$ cat config.mk
export PLATFORM = sky130hd
export DESIGN_NAME = mod_updown_counter
export DESIGN_NICKNAME = d
export VERILOG_FILES = /design/src/rtl/cnt_pkg.sv /design/src/rtl/mod_updown_counter.sv
export SDC_FILE = /design/constraint.sdc
export NUM_CORES = 1
export LEC_CHECK = 0
export BUFFER_PORTS_ARGS = -buffer_cell sky130_fd_sc_hd__buf_4
export CAP_MARGIN = 20
export CORE_AREA = 2 2 39 41
export CTS_BUF_LIST = sky130_fd_sc_hd__clkbuf_8 sky130_fd_sc_hd__clkbuf_16
export DETAILED_ROUTE_END_ITERATION = 8
export DIE_AREA = 0 0 41 43
export GPL_ROUTABILITY_DRIVEN = 0
export SLEW_MARGIN = 30
export SYNTH_ARGS = -nofsm -noshare
export SYNTH_HDL_FRONTEND = slang
export SYNTH_SLANG_ARGS = --single-unit
$ cat constraint.sdc
create_clock -name clk -period 1.3 [get_ports clk]
set_input_delay 0.26 -clock clk [delete_from_list [all_inputs] [get_ports clk]]
set_output_delay 0.26 -clock clk [all_outputs]
set_load 0.02 [all_outputs]
$ cat src/rtl/cnt_pkg.sv
// Shared definitions for the counter family: direction encodings and the
// terminal-count helper used by every counter variant.
package cnt_pkg;

  // Direction encodings for the mode input.
  localparam logic CNT_UP = 1'b0;
  localparam logic CNT_DN = 1'b1;

  // Highest value a modulo-N counter ever holds.
  function automatic int cnt_max(input int modulus);
    return modulus - 1;
  endfunction

endpackage

$ cat src/rtl/mod_updown_counter.sv
// Parametrised synchronous modulo-N up/down counter with parallel load,
// count enable, cascade carry-in/carry-out and a registered wrap pulse.
// Optional build macro: CNT_SAT_EN selects saturating behaviour at the
// limits (count still pulses on each attempted step past a limit, co is 0).
module mod_updown_counter
  import cnt_pkg::*;
#(
  parameter int WIDTH   = 4,
  parameter int MODULUS = 12,
  parameter int RST_VAL = 0
) (
  input  logic             clk,
  input  logic             rst,
  input  logic             en,
  input  logic             ci,
  input  logic             mode,
  input  logic             load,
  input  logic [WIDTH-1:0] preset,
  output logic [WIDTH-1:0] cq,
  output logic             count,
  output logic             co
);

  localparam logic [WIDTH-1:0] MAX_V  = WIDTH'(cnt_max(MODULUS));
  localparam logic [WIDTH-1:0] RST_V  = WIDTH'(RST_VAL);
  localparam logic [WIDTH-1:0] ZERO_V = '0;
  localparam logic [WIDTH-1:0] ONE_V  = WIDTH'(1);

  // Reject parameter sets that would let cq escape 0..MODULUS-1.
  if (MODULUS < 2) begin : g_chk_mod_lo
    $error("mod_updown_counter: MODULUS must be at least 2");
  end
  if (64'(MODULUS) > (64'd1 << WIDTH)) begin : g_chk_mod_hi
    $error("mod_updown_counter: MODULUS must not exceed 2**WIDTH");
  end
  if (RST_VAL >= MODULUS || RST_VAL < 0) begin : g_chk_rst
    $error("mod_updown_counter: RST_VAL must lie in 0..MODULUS-1");
  end

  logic [WIDTH-1:0] cq_q, cq_d;
  logic             count_q, count_d;
  logic             step;
  logic             at_limit;

  // Counting advances only when both the local enable and the cascade input agree.
  assign step     = en & ci;
  assign at_limit = (mode == CNT_DN) ? (cq_q == ZERO_V) : (cq_q == MAX_V);

  // Next-state and wrap-pulse logic; load beats stepping, otherwise hold.
  always_comb begin
    cq_d    = cq_q;
    count_d = 1'b0;
    if (load) begin
      // Out-of-range presets clamp to the top value so cq stays legal.
      cq_d = (preset > MAX_V) ? MAX_V : preset;
    end else if (step) begin
      if (at_limit) begin
        count_d = 1'b1;
`ifdef CNT_SAT_EN
        cq_d    = cq_q;
`else
        cq_d    = (mode == CNT_DN) ? MAX_V : ZERO_V;
`endif
      end else begin
        cq_d = (mode == CNT_DN) ? (cq_q - ONE_V) : (cq_q + ONE_V);
      end
    end
  end

  // State register with synchronous active-low reset taking top priority.
  always_ff @(posedge clk) begin
    if (!rst) begin
      cq_q    <= RST_V;
      count_q <= 1'b0;
    end else begin
      cq_q    <= cq_d;
      count_q <= count_d;
    end
  end

  assign cq    = cq_q;
  assign count = count_q;

  // Carry-out is combinational so the next digit advances on the wrap edge.
`ifdef CNT_SAT_EN
  assign co = 1'b0;
`else
  assign co = rst & step & at_limit;
`endif

endmodule
==> results of run 1 <==
[synth_stat cells]
master,n,area [sq um]
sky130_fd_sc_hd__or4b_4,1,13.8
sky130_fd_sc_hd__fa_1,1,20.0
sky130_fd_sc_hd__o2bb2ai_1,1,8.76
sky130_fd_sc_hd__nand2_1,8,30.0
sky130_fd_sc_hd__ha_1,2,25.0
sky130_fd_sc_hd__o21bai_1,1,7.51
sky130_fd_sc_hd__a21o_1,1,7.51
sky130_fd_sc_hd__dfxtp_1,5,100
sky130_fd_sc_hd__xor2_1,1,8.76
sky130_fd_sc_hd__o32ai_1,1,8.76
sky130_fd_sc_hd__nand4b_1,1,8.76
sky130_fd_sc_hd__nor2_1,1,3.75
sky130_fd_sc_hd__xnor2_1,3,26.3
sky130_fd_sc_hd__inv_1,5,18.8
sky130_fd_sc_hd__a211oi_1,1,7.51
sky130_fd_sc_hd__a21oi_1,2,10.0
sky130_fd_sc_hd__nor3_1,2,10.0
sky130_fd_sc_hd__o211a_1,1,10.0
sky130_fd_sc_hd__a2111oi_4,1,27.5
sky130_fd_sc_hd__and2_1,1,6.26
sky130_fd_sc_hd__o221a_2,1,11.3
sky130_fd_sc_hd__o21ai_0,5,25.0
[cells by family (layout without fill, tap and decap cells)]
group	count (synthesis)	in the layout	synth area share, %
xor+xnor	4	4	8.86
fa+ha+maj	3	3	11.4
flops	5	5	25.3
buf+inv	5	34	4.75
compound gates	15	15	31.3
simple gates	14	14	18.4
[cells in the final DEF, fill, tap and decap left out, types with 2 or more instances in the layout]
cell,n
sky130_fd_sc_hd__buf_4,24
sky130_fd_sc_hd__nand2_1,8
sky130_fd_sc_hd__inv_1,6
sky130_fd_sc_hd__o21ai_0,4
sky130_fd_sc_hd__xnor2_1,3
sky130_fd_sc_hd__clkbuf_8,3
sky130_fd_sc_hd__dfxtp_2,3
sky130_fd_sc_hd__ha_1,2
[flip-flops by register name (all words and copies together), names as in the netlist]
register,flops
cq,4
count,1
[layout make-up]
| class | count | area, sq um |
|---|---|---|
| Clock buffer | 3 | 41.3 |
| Clock inverter | 1 | 3.75 |
| Fill cell | 132 | 693 |
| Inverter | 5 | 18.8 |
| Multi-Input combinational cell | 36 | 308 |
| Sequential cell | 5 | 108 |
| Tap cell | 16 | 20.0 |
| Timing Repair Buffer | 25 | 191 |
[routing by layer]
layer | GRT usage, % | up-vias
met5 | 0 | -
met1 | 17.7 | 211
met3 | 1.57 | 0
met2 | 25.0 | 15
met4 | 8.00 | 0
li1 | - | 223
[repair_timing]
action / in CTS / in global routing
resized for setup: 4 / 3
cloned: 0 / 0
pin swaps: 4 / 2
setup endpoints to repair: 5 / 5
setup buffers: 1 / 0
hold buffers: 0 / 0
[worst register-to-register path, cell delays in order, from the launching register on]
cell,delay (ns)
sky130_fd_sc_hd__dfxtp_2,0.31
sky130_fd_sc_hd__or4b_4,0.55
sky130_fd_sc_hd__buf_4,0.16
sky130_fd_sc_hd__buf_6,0.11
sky130_fd_sc_hd__o21ai_2,0.12
sky130_fd_sc_hd__nor3_1,0.07
sky130_fd_sc_hd__o221a_2,0.23
[power groups by stage]
stage / Sequential [mW] / Clock (mW) / Combinational (mW)
after floorplan: 0.212 / 0 / 0.104
after global placement: 0.186 / 0 / 0.236
after detailed placement: 0.187 / 0 / 0.241
after CTS: 0.185 / 0.287 / 0.253
after global routing: 0.186 / 0.290 / 0.289
final: 0.185 / 0.280 / 0.264
[path summary, 6_finish.rpt]
| kind | slack, ns | startpoint | cells after the start | end |
|---|---|---|---|---|
| hold / removal | 0.33 | load | 3 | cq[3] |
| hold reg to reg | 0.64 | cq[2] | 1 | cq[2] |
| setup reg to reg | -0.36 | cq[0] | 6 | cq[2] |
| setup / recovery | -0.57 | cq[0] | 3 | co |
[stage by stage]
step	area (sq um)	hold slack, ns	TNS (ns)
global route	691	0.334	-1.76
detailed placement	607	0.560	-1.47
finish	691	0.333	-1.54
global placement	607	0.561	-1.35
CTS	672	0.328	-1.57
floorplan	407	0.391	-1.09
==> flow_results.org, run 1 <==
** Global route
- The initial antenna violation count was 0.
- Global-route wire length before repair :: 1.81 mm
- Global-route usage over all layers :: 15.1%
- The number of global-route vias before repair is 455.
- Entering global routing, the biggest net connects 8 pins.
- Summed over all layers, the global routing overflow is 0.

** Layout
- Final cell count without fillers :: 91
- In the final layout, the share of cells above drive strength 1 is 53.3%.
- After the last flow step, the layout net total stands at 89.
- Compared with the post-synthesis result, the final layout area differs by 74.7%.
- Post-route core utilization :: 49.9%
- Ant. Diodes :: 0

** Route
- For this run, design rule violations remaining after detail routing come to 0.
- In the final routing, the length of wire on met1 measures approximately 460 um.
- Via count normalized by instance count :: between 4 and 5
- Number of nets still failing antenna checks after routing :: 0
- Detail Route met3 WL :: 54 um
- Detailed Route Iter0 Violations :: 8
- Routed length per placed instance :: around 12 um
- Final wirelength :: roughly 1.1 mm
- Met2 Routed Length :: 569 um
- The first TritonRoute pass finished after 5 iterations.
- Overall via count from detail_route :: ~450
- The detailed router used layers up to and including met3.

** Critical path
- Arrival time reported for the critical path endpoint :: 1.61 ns
- Worst path max stage delay :: 0.55 ns
- Walking the worst path, the cells encountered are or4b_4, a2111oi_4, buf_4.
- Critical Setup Path Class :: register to output port
- STA classifies the critical path endpoint as an output port.
- Cell at the slowest stage of the critical path :: sky130_fd_sc_hd__or4b_4
- For the worst setup path, the data required time is 1.04 ns.
- Bufs and invs on worst path :: 1
- Kind of cell with the highest combined delay on the critical path :: simple AND/OR/NAND/NOR gates
- The worst setup path is launched from a register.
- In this run the worst path has a maximum fanout of 2.

** Min path
- Hold/Removal Path Class :: input port to register

** Run status
- Violations in the final reports :: setup timing
- The flow ran to the end, but the final reports show violations.

** Placed design
- Placed wire-length estimate :: about 870 um
- Prior to clock tree synthesis, the placed netlist has a worst setup slack of -0.406 ns.
- Number of buffer cells added on primary ports :: 15
- Counting tap cells, the placed design contains a total of 86 instances.

** Clock tree
- CTS sink count :: 5
- Clock latency on the worst-skew pair, taken at its later pin, is 0.22 ns.
- In this run the number of H-tree levels came out at 1.
- Clock tree from TritonCTS :: yes
- TritonCTS created 3 clock buffers.
- In this run the clock root is driven by a sky130_fd_sc_hd__clkbuf_8.
- The clock passes through at most 2 buffers.
- Clock transition at the registers of the reported paths :: 0.04 ns

** Yosys
- For this run, the number of Yosys warnings is 0.
- Synthesis produced a netlist with a net count of 59.
- Synth Instances :: 46
- Sequential cells were found to cover 25.3% of the synthesized design area.
- Counting flops and latches in the post-synthesis netlist gives 5.
- In this run the cell area of the synthesized design comes to 395 sq um.
- Averaged over all synthesized cells, the footprint is 8.60 sq um.
- The synthesized netlist contains 22 unique library cells.

** STA
- Worst-Margin Slew :: 0.352 ns
- In this run the tightest slew margin relative to its limit is between 70% and 80%.
- Min setup slack post-route :: -0.572 ns
- Minimum period implied by the final worst setup slack :: ~1.9 ns
- Number of max-slew violations in the final report :: 0
- Highest attainable clock frequency :: ~0.53 GHz
- The hold violation total from the final report was 0.
- Setup repair after global routing could not meet its margin everywhere.
- Worst Clk Skew :: 0.00104 ns
- The final critical path takes up 144% of the cycle.
- Final-report setup violation count :: 5

** Power
- Summed over all cells, the static leakage comes to 0.329 nW.
- Clock power share :: 38.3%
- Share of total power in sequential cells :: 25.4%
- Overall power :: 0.729 mW
- The internal power of the cells totals 0.509 mW.
- Largest voltage drop on the vdd net :: between 0.3 and 0.4 mV
- In this run, the combinational gates consume 36.3% of the power.
- Switching portion of total power :: between 30% and 40%
- Summed over all nets, the switching power comes to 0.220 mW.
- Power Density :: 1060 nW/um^2

** Floorplanning
- The floorplan step set the die height to 43 um.
- Number of top-level pins :: 16
- The die covers 1760 sq um.
- Core Area :: 1380 sq um
- Width of the chip :: 41 um
- Once the floorplan was initialized, standard cells occupied 28.6% of the core.
- The floorplan has 14 rows.

** Flow run
- The tool flagged a number of max-cap violations equal to 0.
(Power assumes the default switching activity.)
==> run 2: changes to the inputs <==
--- a/config.mk
+++ b/config.mk
@@ -8,10 +8,12 @@
 export BUFFER_PORTS_ARGS = -buffer_cell sky130_fd_sc_hd__buf_4
 export CAP_MARGIN = 20
 export CORE_AREA = 2 2 39 41
-export CTS_BUF_LIST = sky130_fd_sc_hd__clkbuf_8 sky130_fd_sc_hd__clkbuf_16
+export CTS_BUF_LIST = sky130_fd_sc_hd__clkbuf_16
 export DETAILED_ROUTE_END_ITERATION = 8
 export DIE_AREA = 0 0 41 43
 export GPL_ROUTABILITY_DRIVEN = 0
+export HOLD_SLACK_MARGIN = 0.15
+export SKIP_LAST_GASP = 1
 export SLEW_MARGIN = 30
 export SYNTH_ARGS = -nofsm -noshare
 export SYNTH_HDL_FRONTEND = slang
==> flow_results.org, run 2 (synthesis results as in run 1) <==
** Run status
- The flow ran to the end, but the final reports show violations.
- The final reports fail on setup timing.

** Layout
- Highest-count cells in the layout ignoring fill and taps :: 24 x sky130_fd_sc_hd__buf_4, 8 x sky130_fd_sc_hd__nand2_1, 6 x sky130_fd_sc_hd__inv_1, 4 x sky130_fd_sc_hd__o21ai_0
- In the final layout, the share of cells above drive strength 1 is between 50% and 60%.
- Final instance area :: 736 sq um
- Max reg flops :: 4
- The final layout contains 90 nets.
- The repair_antennas step left the layout with diodes totalling 0.
- Compared with the post-synthesis result, the final layout area differs by 86.1%.
- The library cell used most frequently in the layout, excluding fill and tap cells, is sky130_fd_sc_hd__buf_4.
- Counting the fill cells in the layout gives 127.

** Power
- The clock network is responsible for 52.3% of the overall power.
- Largest voltage drop on the vdd net :: 0.449 mV
- The analysis attributes to net switching a power of ~0.25 mW.
- Share of total power in sequential cells :: 19.4%
- Comb power frac :: 28.4%
- Leak :: roughly 0.35 nW
- Power comes to 0.957 mW.
- Switching portion of total power :: roughly 26%
- For this design the ratio of total power to cell area is between 1000 and 1500 nW/um^2.
- Total internal power :: a little over 0.7 mW

** Clock tree
- Number of H-tree branching levels :: 1
- The clock drives 5 sinks.
- The clock passes through at most 2 buffers.
- Number of buffers added by the clock tree synthesis step :: 3
- Worst-skew pair later-pin latency :: 0.23 ns
- Clock tree from TritonCTS :: yes
- Library cell used as clock root buffer :: sky130_fd_sc_hd__clkbuf_16
- Clock-pin slew was measured on the worst setup and hold paths at 0.03 ns.

** Global route
- The initial antenna violation count is 0.
- Entering global routing, the biggest net connects 8 pins.
- Via count of the first global-routing pass :: 457
- Global-route usage over all layers :: 15.7%
- The first global-routing pass estimated 1.86 mm of wire.
- GRT Residual Overflow :: 0

** Floorplanning
- Number of top-level pins :: 16
- From left edge to right edge, the die measures 41 um.
- The floorplan has 14 rows.
- For this configuration, the core starts out at a cell density of 28.6%.
- The total area inside the core boundary comes to 1380 sq um.
- The die covers between 1500 and 2000 sq um.
- Die span in y :: 43 um

** Route
- Detail Route met3 WL :: 41 um
- Number of nets still failing antenna checks after routing :: 0
- Wires add up to ~1.1 mm.
- Wire segments on met2 add up to 562 um in the final route.
- Detailed-route wire length on metal 1 :: roughly 470 um
- Via count normalized by instance count :: approximately 5
- Overall via count from detail_route :: around 450
- DR pass1 iterations :: 4
- In this run, the number of DRC markers left after iteration 0 of detailed routing was 7.
- DRC violation count after routing :: 0
- Highest Signal Layer :: met4
- After detailed routing, the average wire length per cell comes to 11.9 um.

** Min path
- Min-Delay Endpoint :: cq[3]
- Hold/Removal Path Class :: input port to register
- Hold Startpoint :: load
- Counting instances, the worst hold path has a depth of 3.

** Placed design
- Summing all placed instances gives a cell area of about 610 sq um.
- Placed wire-length estimate :: 871 um
- Number of buffer cells added on primary ports :: 15

** Critical path
- STA classifies the critical path endpoint as an output port.
- Depth of the worst register-to-register path :: 7
- Critical Setup Path Class :: register to output port
- In this run the critical register-to-register path is captured at cq[2].
- Reg2Reg Setup Slack :: -0.47 ns
- CP Max Fanout :: 2
- The worst setup path is launched from a register.
- Data on the critical path arrives at its endpoint at 1.63 ns.
- The startpoint identified for the worst register-to-register timing path is cq[0].
- Critical path required time :: about 1.0 ns

** STA
- Hold Slack :: 0.325 ns
- The hold violation total from the final report came to 0.
- Worst Clk Skew :: 0.00120 ns
- The smallest clock period supported by the final layout is computed as 1.89 ns.
- Worst-Margin Slew :: 0.353 ns
- Min setup slack post-route :: -0.588 ns
- Number of max-slew violations in the final report :: 0
- In this run the tightest slew margin relative to its limit is 76.4%.
- Unrepaired setup endpoints after global routing :: yes
- Final cycle utilization of the critical path :: 145%
- Highest attainable clock frequency :: 0.530 GHz
- Setup violations remaining at the end of the flow were counted as 5.

** Flow run
- Number of max-cap violations :: 0
## run 2: changes by cell type in the layout (fill, tap and decap cells not counted)
cell                        previous run  this run
sky130_fd_sc_hd__buf_6                 1         2
sky130_fd_sc_hd__clkbuf_16             0         3
sky130_fd_sc_hd__clkbuf_8              3         0
## run 2: worst max-delay path by stage
stage	from	endpoint	slack, ns	cells after the start
floorplan	cq[0]	co	-0.39	2
global placement	cq[1]	co	-0.36	3
detailed placement	cq[1]	co	-0.41	3
CTS	cq[0]	co	-0.59	3
global route	cq[0]	co	-0.64	3
finish	cq[0]	co	-0.59	3
## run 2: layout make-up
cell class / count / area [sq um] / share of cell area [%]
multi-input combinational: 36 / 308 / 41.8
timing repair buffer: 26 / 203 / 27.6
sequential: 5 / 108 / 14.6
clock buffer: 3 / 75.1 / 10.2
tap: 16 / 20.0 / 2.72
inverter: 5 / 18.8 / 2.55
clock inverter: 1 / 3.75 / 0.510
## run 2: metrics by stage
step	TNS, ns	setup slack, ns	std cells	util [%]
finish	-1.88	-0.588	92	53.2
global route	-2.08	-0.640	92	53.2
CTS	-1.59	-0.590	91	51.0
detailed placement	-1.47	-0.406	86	43.9
global placement	-1.35	-0.363	86	43.9
floorplan	-1.09	-0.386	46	-
## run 2: timing repair
item / CTS / global route
hold buffers: 0 / 0
endpoints found under the setup margin: 5 / 5
gates resized for setup: 4 / 4
pin swaps: 4 / 2
buffers inserted: 1 / 1
## run 2: power by group through the flow
stage	Combinational [mW]	Sequential [mW]	Clock, mW
2_1_floorplan	0.104	0.212	0
3_3_place_gp	0.236	0.186	0
3_5_place_dp	0.241	0.187	0
4_1_cts	0.254	0.185	0.504
5_1_grt	0.297	0.186	0.512
6_report	0.272	0.185	0.500
## run 2: layer usage
| layer | vias to the layer above | global-route usage [%] |
|---|---|---|
| met5 | - | 0 |
| met3 | 3 | 1.57 |
| met1 | 211 | 18.3 |
| met2 | 13 | 25.3 |
| li1 | 227 | - |
| met4 | 0 | 10.0 |
## run 2: critical path, cell delays in order (launching register included)
cell and delay, ns:
sky130_fd_sc_hd__dfxtp_2 0.31, sky130_fd_sc_hd__or4b_4 0.56, sky130_fd_sc_hd__a2111oi_4 0.33, sky130_fd_sc_hd__buf_4 0.20
==> run 3: changes to the inputs <==
--- a/config.mk
+++ b/config.mk
@@ -5,12 +5,12 @@
 export SDC_FILE = /design/constraint.sdc
 export NUM_CORES = 1
 export LEC_CHECK = 0
-export BUFFER_PORTS_ARGS = -buffer_cell sky130_fd_sc_hd__buf_4
 export CAP_MARGIN = 20
 export CORE_AREA = 2 2 39 41
 export CTS_BUF_LIST = sky130_fd_sc_hd__clkbuf_16
 export DETAILED_ROUTE_END_ITERATION = 8
 export DIE_AREA = 0 0 41 43
+export DONT_BUFFER_PORTS = 1
 export GPL_ROUTABILITY_DRIVEN = 0
 export HOLD_SLACK_MARGIN = 0.15
 export SKIP_LAST_GASP = 1
==> flow_results.org, run 3 (synthesis results as in run 1) <==
** Critical path
- Arrival time reported for the critical path endpoint :: 1.60 ns
- Worst path max stage delay :: 0.54 ns
- Startpoint kind of the worst setup timing path :: register
- Kind of cell with the highest combined delay on the critical path :: simple AND/OR/NAND/NOR gates
- Among all stages on the critical path, the largest delay is contributed by sky130_fd_sc_hd__or4b_4.
- The worst setup path is of the register to output port kind.
- The critical path goes through or4b_4, a2111oi_4, buf_4.
- The number of buffers and inverters on the critical path is 1.
- Type of element capturing the critical path :: output port
- Critical path required time :: 1.04 ns
- Of all nets on the critical path, the largest fanout is 2.

** STA
- Min setup slack post-route :: -0.563 ns
- After layout, the minimum clock period comes to 1.86 ns.
- Final-report setup violation count :: 5
- The number of pins exceeding their max-slew limit in the final report was 0.
- Worst-Margin Slew :: 0.337 ns
- Final hold analysis gives a worst-case slack of 0.174 ns.
- Adding up every negative setup slack in the final design gives -1.74 ns.
- The hold violation total from the final report is 0.
- Clock skew on the completed layout was measured at 0.000953 ns.
- Unrepaired setup endpoints after global routing :: yes
- Highest attainable clock frequency :: approximately 0.54 GHz
- Slew headroom :: between 70 and 80%
- Final cycle utilization of the critical path :: 143%

** Global route
- GRT Residual Overflow :: 0
- Maximum number of pins on one net before global-route repair :: 8
- The initial antenna violation count was 0.
- The first global-routing pass estimated 1.64 mm of wire.
- The number of global-route vias before repair is 404.
- Global-route usage over all layers :: between 10% and 20%

** Clock tree
- Library cell used as clock root buffer :: sky130_fd_sc_hd__clkbuf_16
- Clock transition at the registers of the reported paths :: 0.03 ns
- Number of buffers added by the clock tree synthesis step :: 3
- CTS built an H-tree with a depth of 1.
- Clock latency on the worst-skew pair, taken at its later pin, is 0.23 ns.
- Max Buffers Root-to-Sink :: 2
- Clock tree from TritonCTS :: yes
- CTS saw 5 sinks.
- In this run, post-CTS hold repair placed 0 buffers.

** Layout
- Layout Nets :: 76
- Post-route core utilization :: 46.0%
- In the layout the commonest cells are 10 x sky130_fd_sc_hd__buf_4, 8 x sky130_fd_sc_hd__nand2_1, 6 x sky130_fd_sc_hd__inv_1, 4 x sky130_fd_sc_hd__o21ai_0.
- The multi-input combinational cells in the finished layout cover a total of 314 sq um.
- Ant. Diodes :: 0
- Count of filler cells inserted in the layout :: 135
- Fraction of layout instances using a drive strength above 1 :: between 40% and 50%
- Leaving out fill and tap cells, the most frequent cell in the layout is sky130_fd_sc_hd__buf_4.
- The area growth from synthesis to layout is 61.1%.
- Registers take roughly 110 sq um.
- The register with the most flip-flops in the layout has 4 of them.

** Min path
- The tightest min-delay check is of the input port to register type.

** Floorplanning
- Starting density of the core :: ~29%
- Pin placement for this block handled 16 I/O pins.
- Die Outline Area :: 1760 sq um
- In this run the vertical extent of the chip is 43 um.
- In this run the horizontal extent of the chip is 41 um.
- The floorplan has 14 rows.
- The core region is 1380 sq um.

** Placed design
- Pre-CTS WS :: -0.361 ns
- The HPWL after detailed placement is 769 um.
- During placement, the flow inserted port buffers numbering 0.

** Power
- Largest voltage drop on the vdd net :: between 0.3 and 0.4 mV
- The completed layout was analyzed and its total power is 0.918 mW.
- For this design the static power due to leakage is 0.279 nW.
- Power Density :: roughly 1400 nW/um^2

** Route
- For this block, the via count after detailed routing is 410.
- In this run, the number of DRC markers left after iteration 0 of detailed routing was 5.
- Final wirelength :: approximately 1.1 mm
- Via count normalized by instance count :: between 5 and 6
- After detailed routing, the average wire length per cell comes to 14.7 um.
- In this run the remaining antenna-violating nets after routing total 0.
- DR pass1 iterations :: 3
- DRC violation count after routing :: 0

** Run status
- Violations in the final reports :: setup timing
- Outcome :: complete, but fails checks

** Flow run
- Number of max-cap violations :: 0
run 3: repair_timing:
| action | 4_1_cts | 5_1_grt |
|---|---|---|
| pin swaps | 2 | 3 |
| setup buffers | 1 | 0 |
| hold endpoints to repair | 0 | 0 |
| setup endpoints to repair | 5 | 5 |
| resized for setup | 4 | 4 |
run 3: final cells by class:
| class | instances | share of cell area (%) |
|---|---|---|
| Multi-Input combinational cell | 36 | 49.3 |
| Inverter | 5 | 2.95 |
| Tap cell | 16 | 3.14 |
| Sequential cell | 5 | 16.9 |
| Clock buffer | 3 | 11.8 |
| Clock inverter | 1 | 0.589 |
| Timing Repair Buffer | 12 | 15.3 |
run 3: per-stage QoR:
step	instances	instance area [sq um]
global placement	73	509
floorplan	46	407
global route	78	637
finish	78	637
detailed placement	73	509
CTS	78	608
run 3: final timing paths:
check | to | slack (ns) | startpoint | depth (start not counted)
setup / recovery | co | -0.56 | cq[1] | 3
hold / removal | cq[2] | 0.17 | rst | 1
hold reg to reg | cq[1] | 0.64 | cq[1] | 3
setup reg to reg | cq[2] | -0.40 | cq[1] | 6
run 3: routing by layer:
layer / up-vias / routed length [um] / GRT usage, %
li1: 199 / - / -
met5: - / 0 / 0
met1: 197 / 473 / 17.7
met3: 0 / 46 / 4.71
met2: 14 / 624 / 21.9
met4: 0 / 0 / 4.00
run 3: where the power goes:
part	leakage, nW	switching, mW	internal (mW)
combinational	0.194	0.121	0.117
clock	0.0423	0.0985	0.398
sequential	0.0428	0.0113	0.172
